File: config.mk
export PLATFORM = sky130hd
export DESIGN_NAME = rtc_prog_writer
export DESIGN_NICKNAME = d
export VERILOG_FILES = /design/src/rtl/rtc_pkg.sv /design/src/rtl/rtc_phase_timer.sv /design/src/rtl/rtc_prog_writer.sv
export SDC_FILE = /design/constraint.sdc
export NUM_CORES = 1
export LEC_CHECK = 0
export BUFFER_PORTS_ARGS = -buffer_cell sky130_fd_sc_hd__clkbuf_2
export CAP_MARGIN = 20
export CORE_MARGIN = 8
export CORE_UTILIZATION = 30
export DETAILED_ROUTE_END_ITERATION = 6
export GPL_ROUTABILITY_DRIVEN = 0
export SLEW_MARGIN = 20
export SYNTH_ARGS = -nofsm -noshare
export SYNTH_HDL_FRONTEND = slang
export SYNTH_SLANG_ARGS = --single-unit
File: constraint.sdc
create_clock -name Clock -period 2.9 [get_ports Clock]
set_input_delay 0.145 -clock Clock [delete_from_list [all_inputs] [get_ports Clock]]
set_output_delay 0.145 -clock Clock [all_outputs]
set_load 0.02 [all_outputs]
File: src/rtl/rtc_pkg.sv
// Shared constants for the RTC programming path: register map, job ids,
// writer FSM state codes and the registered bus bundle.
package rtc_pkg;

  localparam logic [7:0] REG_SEG      = 8'h21;
  localparam logic [7:0] REG_MIN      = 8'h22;
  localparam logic [7:0] REG_HOR      = 8'h23;
  localparam logic [7:0] REG_DIA      = 8'h24;
  localparam logic [7:0] REG_MES      = 8'h25;
  localparam logic [7:0] REG_ANIO     = 8'h26;
  localparam logic [7:0] REG_TSEG     = 8'h41;
  localparam logic [7:0] REG_TMIN     = 8'h42;
  localparam logic [7:0] REG_THOR     = 8'h43;
  localparam logic [7:0] CMD_XFER_RTC = 8'hF1;
  localparam logic [7:0] CMD_XFER_TMR = 8'hF2;

  // Same encoding the control FSM drives on C_Sel_Progra.
  localparam logic [1:0] JOB_NONE = 2'b00;
  localparam logic [1:0] JOB_CLK  = 2'b01;
  localparam logic [1:0] JOB_DATE = 2'b10;
  localparam logic [1:0] JOB_TMR  = 2'b11;

  localparam logic [2:0] ST_IDLE = 3'd0;
  localparam logic [2:0] ST_ADDR = 3'd1;
  localparam logic [2:0] ST_GAP1 = 3'd2;
  localparam logic [2:0] ST_DATA = 3'd3;
  localparam logic [2:0] ST_GAP2 = 3'd4;
  localparam logic [2:0] ST_DONE = 3'd5;

  typedef struct packed {
    logic       cs_n;
    logic       wr_n;
    logic       a_d;
    logic [7:0] ad;
    logic       ad_oe;
  } bus_t;

  localparam bus_t BUS_IDLE = '{cs_n: 1'b1, wr_n: 1'b1, a_d: 1'b1, ad: 8'h00, ad_oe: 1'b0};

  // Register address for transaction txn of a job; txn 3 is the transfer command.
  function automatic logic [7:0] reg_addr(input logic [1:0] job, input logic [1:0] txn);
    logic [7:0] a;
    a = 8'h00;
    case (job)
      JOB_CLK: begin
        case (txn)
          2'd0:    a = REG_SEG;
          2'd1:    a = REG_MIN;
          2'd2:    a = REG_HOR;
          default: a = CMD_XFER_RTC;
        endcase
      end
      JOB_DATE: begin
        case (txn)
          2'd0:    a = REG_DIA;
          2'd1:    a = REG_MES;
          2'd2:    a = REG_ANIO;
          default: a = CMD_XFER_RTC;
        endcase
      end
      JOB_TMR: begin
        case (txn)
          2'd0:    a = REG_TSEG;
          2'd1:    a = REG_TMIN;
          2'd2:    a = REG_THOR;
          default: a = CMD_XFER_TMR;
        endcase
      end
      default: a = 8'h00;
    endcase
    return a;
  endfunction

endpackage

File: src/rtl/rtc_phase_timer.sv
// Bus phase timer: reloads with PHASE_CYC-1 and pulses phase_end on the
// last cycle of every phase while run is high.
module rtc_phase_timer #(
  parameter int PHASE_CYC = 10
) (
  input  logic Clock,
  input  logic Reset,
  input  logic load,
  input  logic run,
  output logic phase_end
);

  localparam int CW = $clog2(PHASE_CYC + 1);
  localparam logic [CW-1:0] LOAD_VAL = CW'(PHASE_CYC - 1);

  logic [CW-1:0] cnt_q;

  always_ff @(posedge Clock) begin
    if (Reset)
      cnt_q <= '0;
    else if (load || (run && cnt_q == '0))
      cnt_q <= LOAD_VAL;
    else if (run)
      cnt_q <= cnt_q - 1'b1;
  end

  assign phase_end = run && (cnt_q == '0);

endmodule

File: src/rtl/rtc_prog_writer.sv
// Writes a latched 3-byte BCD job plus a transfer command to the RTC over its
// multiplexed address/data bus, then completes a four-phase done handshake.
module rtc_prog_writer
  import rtc_pkg::*;
#(
  parameter int PHASE_CYC = 10
) (
  input  logic       Clock,
  input  logic       Reset,
  input  logic       Ini_PR,
  input  logic       Ini_PF,
  input  logic       Ini_PT,
  input  logic [7:0] Seg,
  input  logic [7:0] Min,
  input  logic [7:0] Hor,
  input  logic [7:0] Dia,
  input  logic [7:0] Mes,
  input  logic [7:0] Anio,
  input  logic [7:0] T_Seg,
  input  logic [7:0] T_Min,
  input  logic [7:0] T_Hor,
  output logic       CS_n,
  output logic       RD_n,
  output logic       WR_n,
  output logic       A_D,
  output logic [7:0] AD_out,
  output logic       AD_oe,
  output logic       Busy,
  output logic       L_Re,
  output logic       L_Fe,
  output logic       L_Ti
);

  logic [2:0]      state_q, state_d;
  logic [1:0]      job_q;
  logic [1:0]      txn_q;
  logic [2:0][7:0] bytes_q;
  logic [1:0]      start_job;
  logic            job_lvl;
  logic            load, run, phase_end;
  logic [7:0]      cur_addr, cur_data;
  bus_t            bus_q, bus_d;
  logic            busy_d;
  logic [2:0]      flags_q, flags_d;

  always_comb begin
    start_job = JOB_NONE;
    if (Ini_PR)      start_job = JOB_CLK;
    else if (Ini_PF) start_job = JOB_DATE;
    else if (Ini_PT) start_job = JOB_TMR;
  end

  // Only the latched job's own start line can close the handshake.
  always_comb begin
    job_lvl = 1'b0;
    case (job_q)
      JOB_CLK:  job_lvl = Ini_PR;
      JOB_DATE: job_lvl = Ini_PF;
      JOB_TMR:  job_lvl = Ini_PT;
      default:  job_lvl = 1'b0;
    endcase
  end

  assign load = (state_q == ST_IDLE) && (start_job != JOB_NONE);
  assign run  = (state_q == ST_ADDR) || (state_q == ST_GAP1) ||
                (state_q == ST_DATA) || (state_q == ST_GAP2);

  rtc_phase_timer #(.PHASE_CYC(PHASE_CYC)) u_timer (
    .Clock     (Clock),
    .Reset     (Reset),
    .load      (load),
    .run       (run),
    .phase_end (phase_end)
  );

  always_comb begin
    state_d = state_q;
    case (state_q)
      ST_IDLE: if (load)      state_d = ST_ADDR;
      ST_ADDR: if (phase_end) state_d = ST_GAP1;
      ST_GAP1: if (phase_end) state_d = ST_DATA;
      ST_DATA: if (phase_end) state_d = ST_GAP2;
      ST_GAP2: if (phase_end) state_d = (txn_q == 2'd3) ? ST_DONE : ST_ADDR;
      ST_DONE: if (!job_lvl)  state_d = ST_IDLE;
      default:                state_d = ST_IDLE;
    endcase
  end

  always_comb begin
    cur_addr = reg_addr(job_q, txn_q);
    case (txn_q)
      2'd0:    cur_data = bytes_q[0];
      2'd1:    cur_data = bytes_q[1];
      2'd2:    cur_data = bytes_q[2];
      default: cur_data = 8'h00;
    endcase
  end

  // Outputs are registered from the current state, so the bus trails the FSM by one cycle.
  always_comb begin
    bus_d = BUS_IDLE;
    case (state_q)
      ST_ADDR: bus_d = '{cs_n: 1'b0, wr_n: 1'b0, a_d: 1'b0, ad: cur_addr, ad_oe: 1'b1};
      ST_GAP1: bus_d = '{cs_n: 1'b1, wr_n: 1'b1, a_d: 1'b0, ad: cur_addr, ad_oe: 1'b1};
      ST_DATA: bus_d = '{cs_n: 1'b0, wr_n: 1'b0, a_d: 1'b1, ad: cur_data, ad_oe: 1'b1};
      ST_GAP2: bus_d = '{cs_n: 1'b1, wr_n: 1'b1, a_d: 1'b1, ad: cur_data, ad_oe: 1'b1};
      default: bus_d = BUS_IDLE;
    endcase
    busy_d  = load || run;
    flags_d = 3'b000;
    if (state_q == ST_DONE) begin
      case (job_q)
        JOB_CLK:  flags_d = 3'b100;
        JOB_DATE: flags_d = 3'b010;
        JOB_TMR:  flags_d = 3'b001;
        default:  flags_d = 3'b000;
      endcase
    end
  end

  always_ff @(posedge Clock) begin
    if (Reset) begin
      state_q <= ST_IDLE;
      job_q   <= JOB_NONE;
      txn_q   <= 2'd0;
      bytes_q <= '0;
      bus_q   <= BUS_IDLE;
      Busy    <= 1'b0;
      flags_q <= 3'b000;
    end else begin
      state_q <= state_d;
      bus_q   <= bus_d;
      Busy    <= busy_d;
      flags_q <= flags_d;
      if (load) begin
        job_q <= start_job;
        txn_q <= 2'd0;
        case (start_job)
          JOB_CLK:  bytes_q <= {Hor, Min, Seg};
          JOB_DATE: bytes_q <= {Anio, Mes, Dia};
          default:  bytes_q <= {T_Hor, T_Min, T_Seg};
        endcase
      end else if (state_q == ST_GAP2 && phase_end && txn_q != 2'd3) begin
        txn_q <= txn_q + 2'd1;
      end
    end
  end

  assign CS_n   = bus_q.cs_n;
  assign RD_n   = 1'b1;
  assign WR_n   = bus_q.wr_n;
  assign A_D    = bus_q.a_d;
  assign AD_out = bus_q.ad;
  assign AD_oe  = bus_q.ad_oe;
  assign L_Re   = flags_q[2];
  assign L_Fe   = flags_q[1];
  assign L_Ti   = flags_q[0];

endmodule

Word-level counts from Yosys, hierarchy flattened
Index checks and enable logic that the tools add are counted.

operators by class
  add/sub/neg operators = 2
  equal/unequal tests = 20
  mux-type cells = 22
  bitwise gates (word level) = 1
  reductions and logical operators = 18

operator list
  kind                                                                 count
  8-bit one-hot mux with 3 select lines                                5
  12-bit one-hot mux with 4 select lines                               1
  24-bit one-hot mux with 2 select lines                               1
  3-bit two-way mux                                                    7
  3-bit one-hot mux with 6 select lines                                1
  2-bit != test (second input constant)                                7
  2-bit == test (second input constant)                                5
  3-bit one-hot mux with 3 select lines                                1
  4-bit two-way mux                                                    2
  2-bit by 1-bit == test with 1-bit output (second input constant)     3
  3-bit by 2-bit == test with 1-bit output (second input constant)     2
  3-bit == test (second input constant)                                2
  2-bit two-way mux                                                    3
  6-bit AND reduction                                                  1
  2-bit OR reduction                                                   3
  1-bit logical OR                                                     5
  1-bit logical AND                                                    4
  4-bit logical NOT                                                    1
  2-bit nonzero test                                                   2
  4-bit by 1-bit subtractor with 4-bit output (second input constant)  1
  3-bit by 1-bit == test with 1-bit output (second input constant)     1
  3-bit logical NOT                                                    1
  1-bit one-hot mux with 3 select lines                                1
  2-bit by 1-bit adder with 2-bit output (second input constant)       1
  other kinds (2)                                                      2

word-level totals
  bits in registers = 51
  bits of input ports = 77
  output and inout bits = 17
  word-level logic and storage cells = 78

Depth between registers and ports, before layout
Gate-level depths: netlist of the first run.

  word-level depth = 7
  depth in mapped cells = 10
  depth with buffers taken out = 8

Hierarchy
A second synthesis of the first run with hierarchy kept.

second synthesis, totals
  cells, all modules = 348
  area total of the unflattened synthesis = 2785.2 um^2

by module, submodules not included
  module           times used  cells each  area each (um^2)  seq. area each (um^2)
  rtc_prog_writer  1           327         2573.7            920.9
  rtc_phase_timer  1           21          211.5             80.1

Worst setup path before layout of the first run
Ideal clock, no wire load.

  path type = input to register
  start point = in Ini_PF
  end point = reg bytes_q[13] (netlist bit)
  setup time = 0.070 ns
  data arrival time = 1.620 ns
  required time = 2.830 ns
  slack = 1.210 ns
  stages on the path = 10
  buffers on the path = 2
  cells stage by stage = inv_1 a21oi_1 inv_1 ha_1 clkbuf_1 clkbuf_1 nand2_1 o21ai_0 nand2_1 a21oi_1

on the way
  longest elaborated chain between the ends = 4
  elaborated cells on any way between the ends = 7
  those cells by class = eq/ne (2); mux (3); reduce/logical (2)

RTL lines
  item                                                                         RTL line                                       text
  from (decl)                                                                  rtc_prog_writer.sv:11                          input logic Ini_PF,
  2-bit two-way mux *                                                          rtc_prog_writer.sv:49                          else if (Ini_PF) start_job = JOB_DATE;
  2-bit two-way mux *                                                          rtc_prog_writer.sv:48                          if (Ini_PR) start_job = JOB_CLK;
  via start_job[0]                                                             rtc_prog_writer.sv:38                          logic [1:0] start_job;
  2-bit == test, or another cell as far along                                  rtc_prog_writer.sv:138                         case (start_job)
  24-bit one-hot mux with 2 select lines or 1-bit logical AND (tied branches)  rtc_prog_writer.sv:138, rtc_prog_writer.sv:64
  to (signal assigned)                                                         rtc_prog_writer.sv:139                         JOB_CLK: bytes_q <= {Hor, Min, Seg};
  to (signal assigned)                                                         rtc_prog_writer.sv:140                         JOB_DATE: bytes_q <= {Anio, Mes, Dia};
  to (signal assigned)                                                         rtc_prog_writer.sv:141                         default: bytes_q <= {T_Hor, T_Min, T_Seg};
  to (decl)                                                                    rtc_prog_writer.sv:37                          logic [2:0][7:0] bytes_q;

The timed path passes the listed nets; every way through them passes the cells marked *.
A chain may end at the register's enable or synchronous reset.

Worst setup path after layout of the first run
  start point = reg state_q[2]
  end point = reg u_timer.cnt_q[0]

on the way
  longest elaborated chain between the ends = 7
  elaborated cells on any way between the ends = 13
  those cells by class = eq/ne (4); mux (1); reduce/logical (8)

RTL lines
  item                                                                                                  RTL line                text
  from (decl)                                                                                           rtc_prog_writer.sv:34   logic [2:0] state_q, state_d;
  from (signal assigned)                                                                                rtc_prog_writer.sv:131  state_q <= state_d;
  3-bit by 1-bit == test with 1-bit output or 3-bit by 2-bit == test with 1-bit output (tied branches)  rtc_prog_writer.sv:65   assign run = (state_q == ST_ADDR) || (state_q == ST_GAP1) ||
  1-bit logical OR (2 in a row)                                                                         rtc_prog_writer.sv:65
  1-bit logical OR                                                                                      rtc_prog_writer.sv:66   (state_q == ST_DATA) || (state_q == ST_GAP2);
  1-bit logical AND                                                                                     rtc_phase_timer.sv:21   else if (load || (run && cnt_q == '0))
  1-bit logical OR                                                                                      rtc_phase_timer.sv:21
  4-bit two-way mux or 2-bit nonzero test (tied branches)                                               --
  to (signal assigned)                                                                                  rtc_phase_timer.sv:24   cnt_q <= cnt_q - 1'b1;
  to (decl)                                                                                             rtc_phase_timer.sv:16   logic [CW-1:0] cnt_q;

Several ways; a longest one is shown, not always the timed one.

==> results of run 1 <==
==> cells in the mapped netlist (3+ instances only) <==
| cell | count |
|---|---|
| nand2_1 | 76 |
| dfxtp_1 | 50 |
| a21oi_1 | 35 |
| o21ai_0 | 33 |
| a22oi_1 | 24 |
| clkbuf_1 | 24 |
| nor2_1 | 18 |
| inv_1 | 13 |
| ha_1 | 12 |
| nor3_1 | 9 |
| a222oi_1 | 8 |
| buf_2 | 4 |
| mux2i_1 | 4 |
| or3_1 | 4 |
| nand2b_1 | 3 |
| nand3b_1 | 3 |
| nor4_1 | 3 |
| o22ai_1 | 3 |
==> critical path: cells and delay by family, from the launching register on <==
family | cells | cell delay (ps)
flops | 1 | 690
xor+xnor | 1 | 500
mux | 1 | 390
buf+inv | 1 | 240
compound gates | 1 | 130
==> report_power, final <==
part | switching (mW) | internal [mW]
Combinational | 0.752 | 0.490
Sequential | 0.206 | 0.867
Clock | 0.223 | 0.193
Total | 1.18 | 1.55
==> cell type report <==
class	instances	share of cell area, %
Sequential cell	50	30.2
Multi-Input combinational cell	264	46.5
Inverter	13	1.47
Clock inverter	1	0.151
Clock buffer	7	2.60
Tap cell	108	4.08
Timing Repair Buffer	97	15.0
==> metal layers <==
layer	GRT usage (%)	share of wire, %	vias to the layer above
met5	0	0	-
met4	2.76	0.82	0
met3	5.19	8.4	6
met2	17.2	40	111
met1	17.4	51	1170
li1	-	-	1399
==> cells by family (layout without fill, tap and decap cells) <==
kind of cell               count (synthesis)  after routing  synth area share, %
xor gates and xnor gates                   4              4                 1.57
muxes                                      5              5                 1.89
DFF                                       50             50                 36.9
and+or+nand+nor                          128            128                 21.4
AOI/OAI and AO/OA                        114            114                 26.0
adders and majority gates                 12             12                 5.54
other                                      1              1                0.138
buffers and inverters                     44            118                 6.56
==> through the flow <==
stage                     utilization (%)  cell area [um2]  power, mW
final                                37.8             3310       2.73
after CTS                            37.8             3310       2.74
after global routing                 37.8             3310       2.96
after floorplan                         -             2710       1.98
after global placement               36.8             3220       2.31
after detailed placement             36.8             3220       2.33
==> registers in the layout (all words and copies together), names as in the netlist <==
signal and flops:
AD_oe 1, AD_out 8, A_D 1, Busy 1
CS_n 1, bytes_q 24, flags_q 3, job_q 2
state_q 3, txn_q 2, u_timer.cnt_q 4
==> worst paths after layout <==
check	start	end	slack, ps
worst min-delay path	T_Hor[7]	bytes_q[23]$_SDFFE_PP0P_	190
worst max register to register	state_q[2]$_SDFFE_PP0P_	u_timer.cnt_q[0]$_SDFFE_PP0P_	870
worst max-delay path	state_q[2]$_SDFFE_PP0P_	u_timer.cnt_q[0]$_SDFFE_PP0P_	870
worst min register to register	bytes_q[12]$_SDFFE_PP0P_	bytes_q[12]$_SDFFE_PP0P_	460
==> results by group, run 1 <==
Outcome
  – Outcome: completed

Floorplan
  – Height of the die: 111 um
  – Die Wd: 111 um
  – Cell Rows: 34
  – I/O pin total: 94
  – Starting Density: 30.9%
  – Total Die Area: 12,300 um2
  – Core Box Area: 8760 um2

Clock tree
  – Cts bufs inserted: 5
  – TritonCTS clock tree: done
  – H-tree depth: 2
  – Clock sink count: 50
  – Cts hold-fix bufs: 0
  – Post_cts resized: 0
  – # Post-CTS Setup Buffers: 0
  – Root Driver: clkbuf_8
  – Max Root-Sink Buffers: 2
  – Latest clock arrival within the worst-skew pair: 310 ps
  – Worst-path clk slew: 90 ps

Setup path
  – CP endpoint kind: register
  – Crit-path max FO: 16
  – CP cell instances: inv_1 > xnor2_2 > mux2_2 > a21oi_1
  – Crit-path max cell delay: 690 ps
  – Reg2reg path depth: 4
  – CP Data Arrival Time: 2250 ps
  – CP max stage cell: dfxtp_1
  – CP Launch Type: register
  – Critical path type: reg2reg
  – Worst path required time: 3120 ps

Finish
  – Area Overhead vs Synth: 22.3%
  – Multi-input logic area: 1540 um2
  – Ratio of cells with drive above 1 in the final layout: 25.2%
  – Layout Nets: 520
  – Fillers: 975
  – FF/Latch Area: 1000 um2
  – Most frequent cells in the layout: 92 x clkbuf_2, 76 x nand2_1, 50 x dfxtp_1
  – Diodes inserted: 0
  – Commonest non-fill, non-tap cell in the layout: clkbuf_2
  – Post-route insts no fill: 540

STA
  – Unrepaired setup endpoints after global routing: no
  – Setup WS post-layout: 868 ps
  – Fin crit share: 70.1%
  – Hold Vio Cnt, Final: 0
  – Fmax: 492 MHz
  – Fin. max-slew vios: 0
  – # setup viols final: 0
  – Relative slew slack: 40.0%
  – Period minus WS final: 2030 ps
  – Worst-Margin Slew: 899 ps
  – Setup TNS Final: 0 ps
  – Max Clock Skew: 7.85 ps
  – Final hold slack: 189 ps

Placed design
  – # port buffers: 92
  – Setup WS pre-CTS: 815 ps
  – HPWL after DPL: 5870 um
  – Placed cell count: 532

Route
  – Via-to-Cell Ratio: 4.97
  – DR pass1 iterations: 5
  – Total wire length: 7710 um
  – Vias: 2,686
  – Initial drt markers: 190
  – DRC: 0
  – Post-route ant nets: 0
  – Routed wire per std cell: 14.3 um

Logic synthesis
  – Main flop type after synthesis: dfxtp_1
  – Synth area leaders: dfxtp_1 37%, nand2_1 11%, a22oi_1 6.6%
  – Cells after synthesis: 358
  – Mapped Nets: 447
  – Yosys top cell area share: 36.9%
  – Yosys warns: 0
  – EDFF count, synth: 0
  – Post-synthesis sequential area ratio: 36.9%
  – Avg Inst Size Synth: 7.57 um2
  – Ys async rst share: 0%
  – Flops & latches, synth: 50
  – Netlist Area Pre-Place: 2710 um2
  – Area leader, netlist: dfxtp_1
  – Synth cell types: 43

Global routing
  – Antenna violations before repair: 0
  – First-pass GRT wire length: 13,100 um
  – Largest net degree at the start of global routing: 49
  – Total congestion overflow: 0
  – Total GRT Usage: 12.5%
  – Vias in the first global route: 2,783

Pwr
  – Worst ir drop on vdd: 0.287 mV
  – Standby leakage power: 1.43 nW
  – Power Dens Cells: 824 nW/um2

Job
  – Max cap viols: 0

Min path
  – Worst Hold Class: in2reg
  – Hold path depth: 5
Power figures use the tool's default switching activity.
==> run 2, diff against run 1 <==
==> constraint.sdc (replaced) <==
create_clock -name Clock -period 1.7 [get_ports Clock]
set_input_delay 0.085 -clock Clock [delete_from_list [all_inputs] [get_ports Clock]]
set_output_delay 0.085 -clock Clock [all_outputs]
set_load 0.02 [all_outputs]
==> results by group, run 2 (synthesis results as in run 1) <==
Clock tree
  – Root Driver: clkbuf_8
  – Clock sink count: 50
  – Cts hold-fix bufs: 0
  – Worst-path clk slew: 100 ps
  – Max Root-Sink Buffers: 2
  – Cts bufs inserted: 5
  – H-tree depth: 2
  – Latest clock arrival within the worst-skew pair: 310 ps
  – TritonCTS clock tree: done

Floorplan
  – Total Die Area: 12,300 um2
  – Die Wd: 111 um
  – Cell Rows: 34
  – I/O pin total: 94
  – Starting Density: 30.9%
  – Core Box Area: 8760 um2
  – Height of the die: 111 um

Finish
  – Commonest non-fill, non-tap cell in the layout: clkbuf_2
  – Post-route insts no fill: 559
  – Most frequent cells in the layout: 92 x clkbuf_2, 76 x nand2_1, 48 x dfxtp_1
  – Final Util: 40.7%
  – Layout Nets: 539
  – Max FFs per register: 24
  – Diodes inserted: 0
  – Largest Register: bytes_q
  – Ratio of cells with drive above 1 in the final layout: 30.2%
  – Area Overhead vs Synth: 31.7%
  – Finished Cell Area: 3570 um2

STA
  – Fin. max-slew vios: 0
  – Hold Vio Cnt, Final: 0
  – Relative slew slack: 60.3%
  – Max Clock Skew: 9.05 ps
  – Fmax: 622 MHz
  – # setup viols final: 0
  – Fin crit share: 94.6%
  – Unrepaired setup endpoints after global routing: yes
  – Period minus WS final: 1610 ps
  – Worst-Margin Slew: 595 ps

Setup path
  – Crit-path max FO: 6
  – Worst path required time: 1930 ps
  – FF-to-FF End: AD_out[4]$_SDFF_PP0_
  – Reg2reg path depth: 5
  – CP dominant cell by count: a21oi_1
  – CP Data Arrival Time: 1840 ps
  – CP cell instances: or3b_1 > buf_4 > a21oi_1 > a21oi_1 > nor3_1
  – CP max stage cell: or3b_1
  – CP endpoint kind: register
  – RR Startpoint: state_q[0]$_SDFFE_PP0P_
  – Critical path type: reg2reg
  – Worst Setup SP: state_q[0]$_SDFFE_PP0P_
  – CP Launch Type: register
  – Crit-path max cell delay: 420 ps
  – R2r setup slk: 90 ps

Global routing
  – First-pass GRT wire length: 13,400 um
  – Total congestion overflow: 0
  – Largest net degree at the start of global routing: 49
  – Antenna violations before repair: 0
  – Vias in the first global route: 2,851
  – Total GRT Usage: 12.9%

Min path
  – Worst Hold Class: in2reg
  – Hold path start: T_Seg[7]
  – Hold worst-path end: bytes_q[7]$_SDFFE_PP0P_
  – Hold path depth: 5

Placed design
  – # port buffers: 92
  – Cell Area, Placed: 3410 um2
  – HPWL after DPL: 6300 um
  – Placed cell count: 549

Pwr
  – Total chip power: 5.08 mW
  – Standby leakage power: 1.55 nW
  – Worst ir drop on vdd: 0.622 mV
  – Power Dens Cells: 1420 nW/um2

Route
  – Vias: 2,794
  – Post-route ant nets: 0
  – Routed wire per std cell: 14.2 um
  – Via-to-Cell Ratio: 5.00
  – Total wire length: 7960 um
  – DRC: 0
  – Initial drt markers: 148
  – DR pass1 iterations: 7

Outcome
  – Outcome: completed

Job
  – Max cap viols: 0
-- run 2: cell count changes in the layout (fill, tap and decap cells not counted), moves of 2 or more --
cell and delta:
ha_1 -3, dfxtp_1 -2, buf_4 +14, ha_4 +3
inv_1 -2, buf_12 +5
-- run 2: area by class of cell --
type	count	area, um2
clock buffers	6	72.6
clock inverters	2	13.8
fillers	947	5190
inverters	13	51.3
multi-input cells	264	1590
flip-flops and latches	50	1010
well taps	108	135
repair buffers	116	703
-- run 2: how the worst max path moves through the flow --
stage / to / slack, ps / cells past startpoint
finish: AD_out[4]$_SDFF_PP0_ / 90 / 5
detailed placement: AD_out[2]$_SDFF_PP0_ / -60 / 6
global placement: job_q[1]$_SDFFE_PP0P_ / 20 / 8
global route: txn_q[1]$_SDFFE_PP0P_ / -20 / 6
floorplan: bytes_q[13]$_SDFFE_PP0P_ / 70 / 10
CTS: AD_out[2]$_SDFF_PP0_ / 20 / 6
-- run 2: timing repair --
| item | CTS | global route |
|---|---|---|
| resized for setup | 4 | 10 |
| endpoints found under the setup margin | 1 | 3 |
| pin swaps | 1 | 3 |
| buffers inserted | 0 | 2 |
-- run 2: critical path, delay by kind of cell (launching register included) --
family | cells | cell delay, ps
compound gates | 2 | 430
simple gates | 2 | 560
flops | 1 | 390
buf+inv | 1 | 160
-- run 2: report_power, final --
| part | total, mW | leakage (nW) | switching, mW | internal (mW) |
|---|---|---|---|---|
| Clock | 0.695 | 0.0452 | 0.403 | 0.291 |
| Combinational | 2.69 | 1.10 | 1.52 | 1.17 |
| Sequential | 1.69 | 0.410 | 0.214 | 1.48 |
-- run 2: through the flow --
stage	hold slack (ps)	setup slack, ps	TNS [ps]
6_report	129	92.1	0
5_1_grt	133	-23.9	-29.9
4_1_cts	118	23.8	0
3_5_place_dp	447	-57.6	-57.6
3_3_place_gp	442	22.0	0
2_1_floorplan	338	69.8	0
-- run 2: layer usage --
| layer | track usage, % | wire [um] | up-vias |
|---|---|---|---|
| met5 | 0 | 0 | - |
| li1 | - | - | 1442 |
| met1 | 17.4 | 3940 | 1224 |
| met2 | 18.6 | 3220 | 122 |
| met3 | 5.09 | 739 | 6 |
| met4 | 2.93 | 65 | 0 |
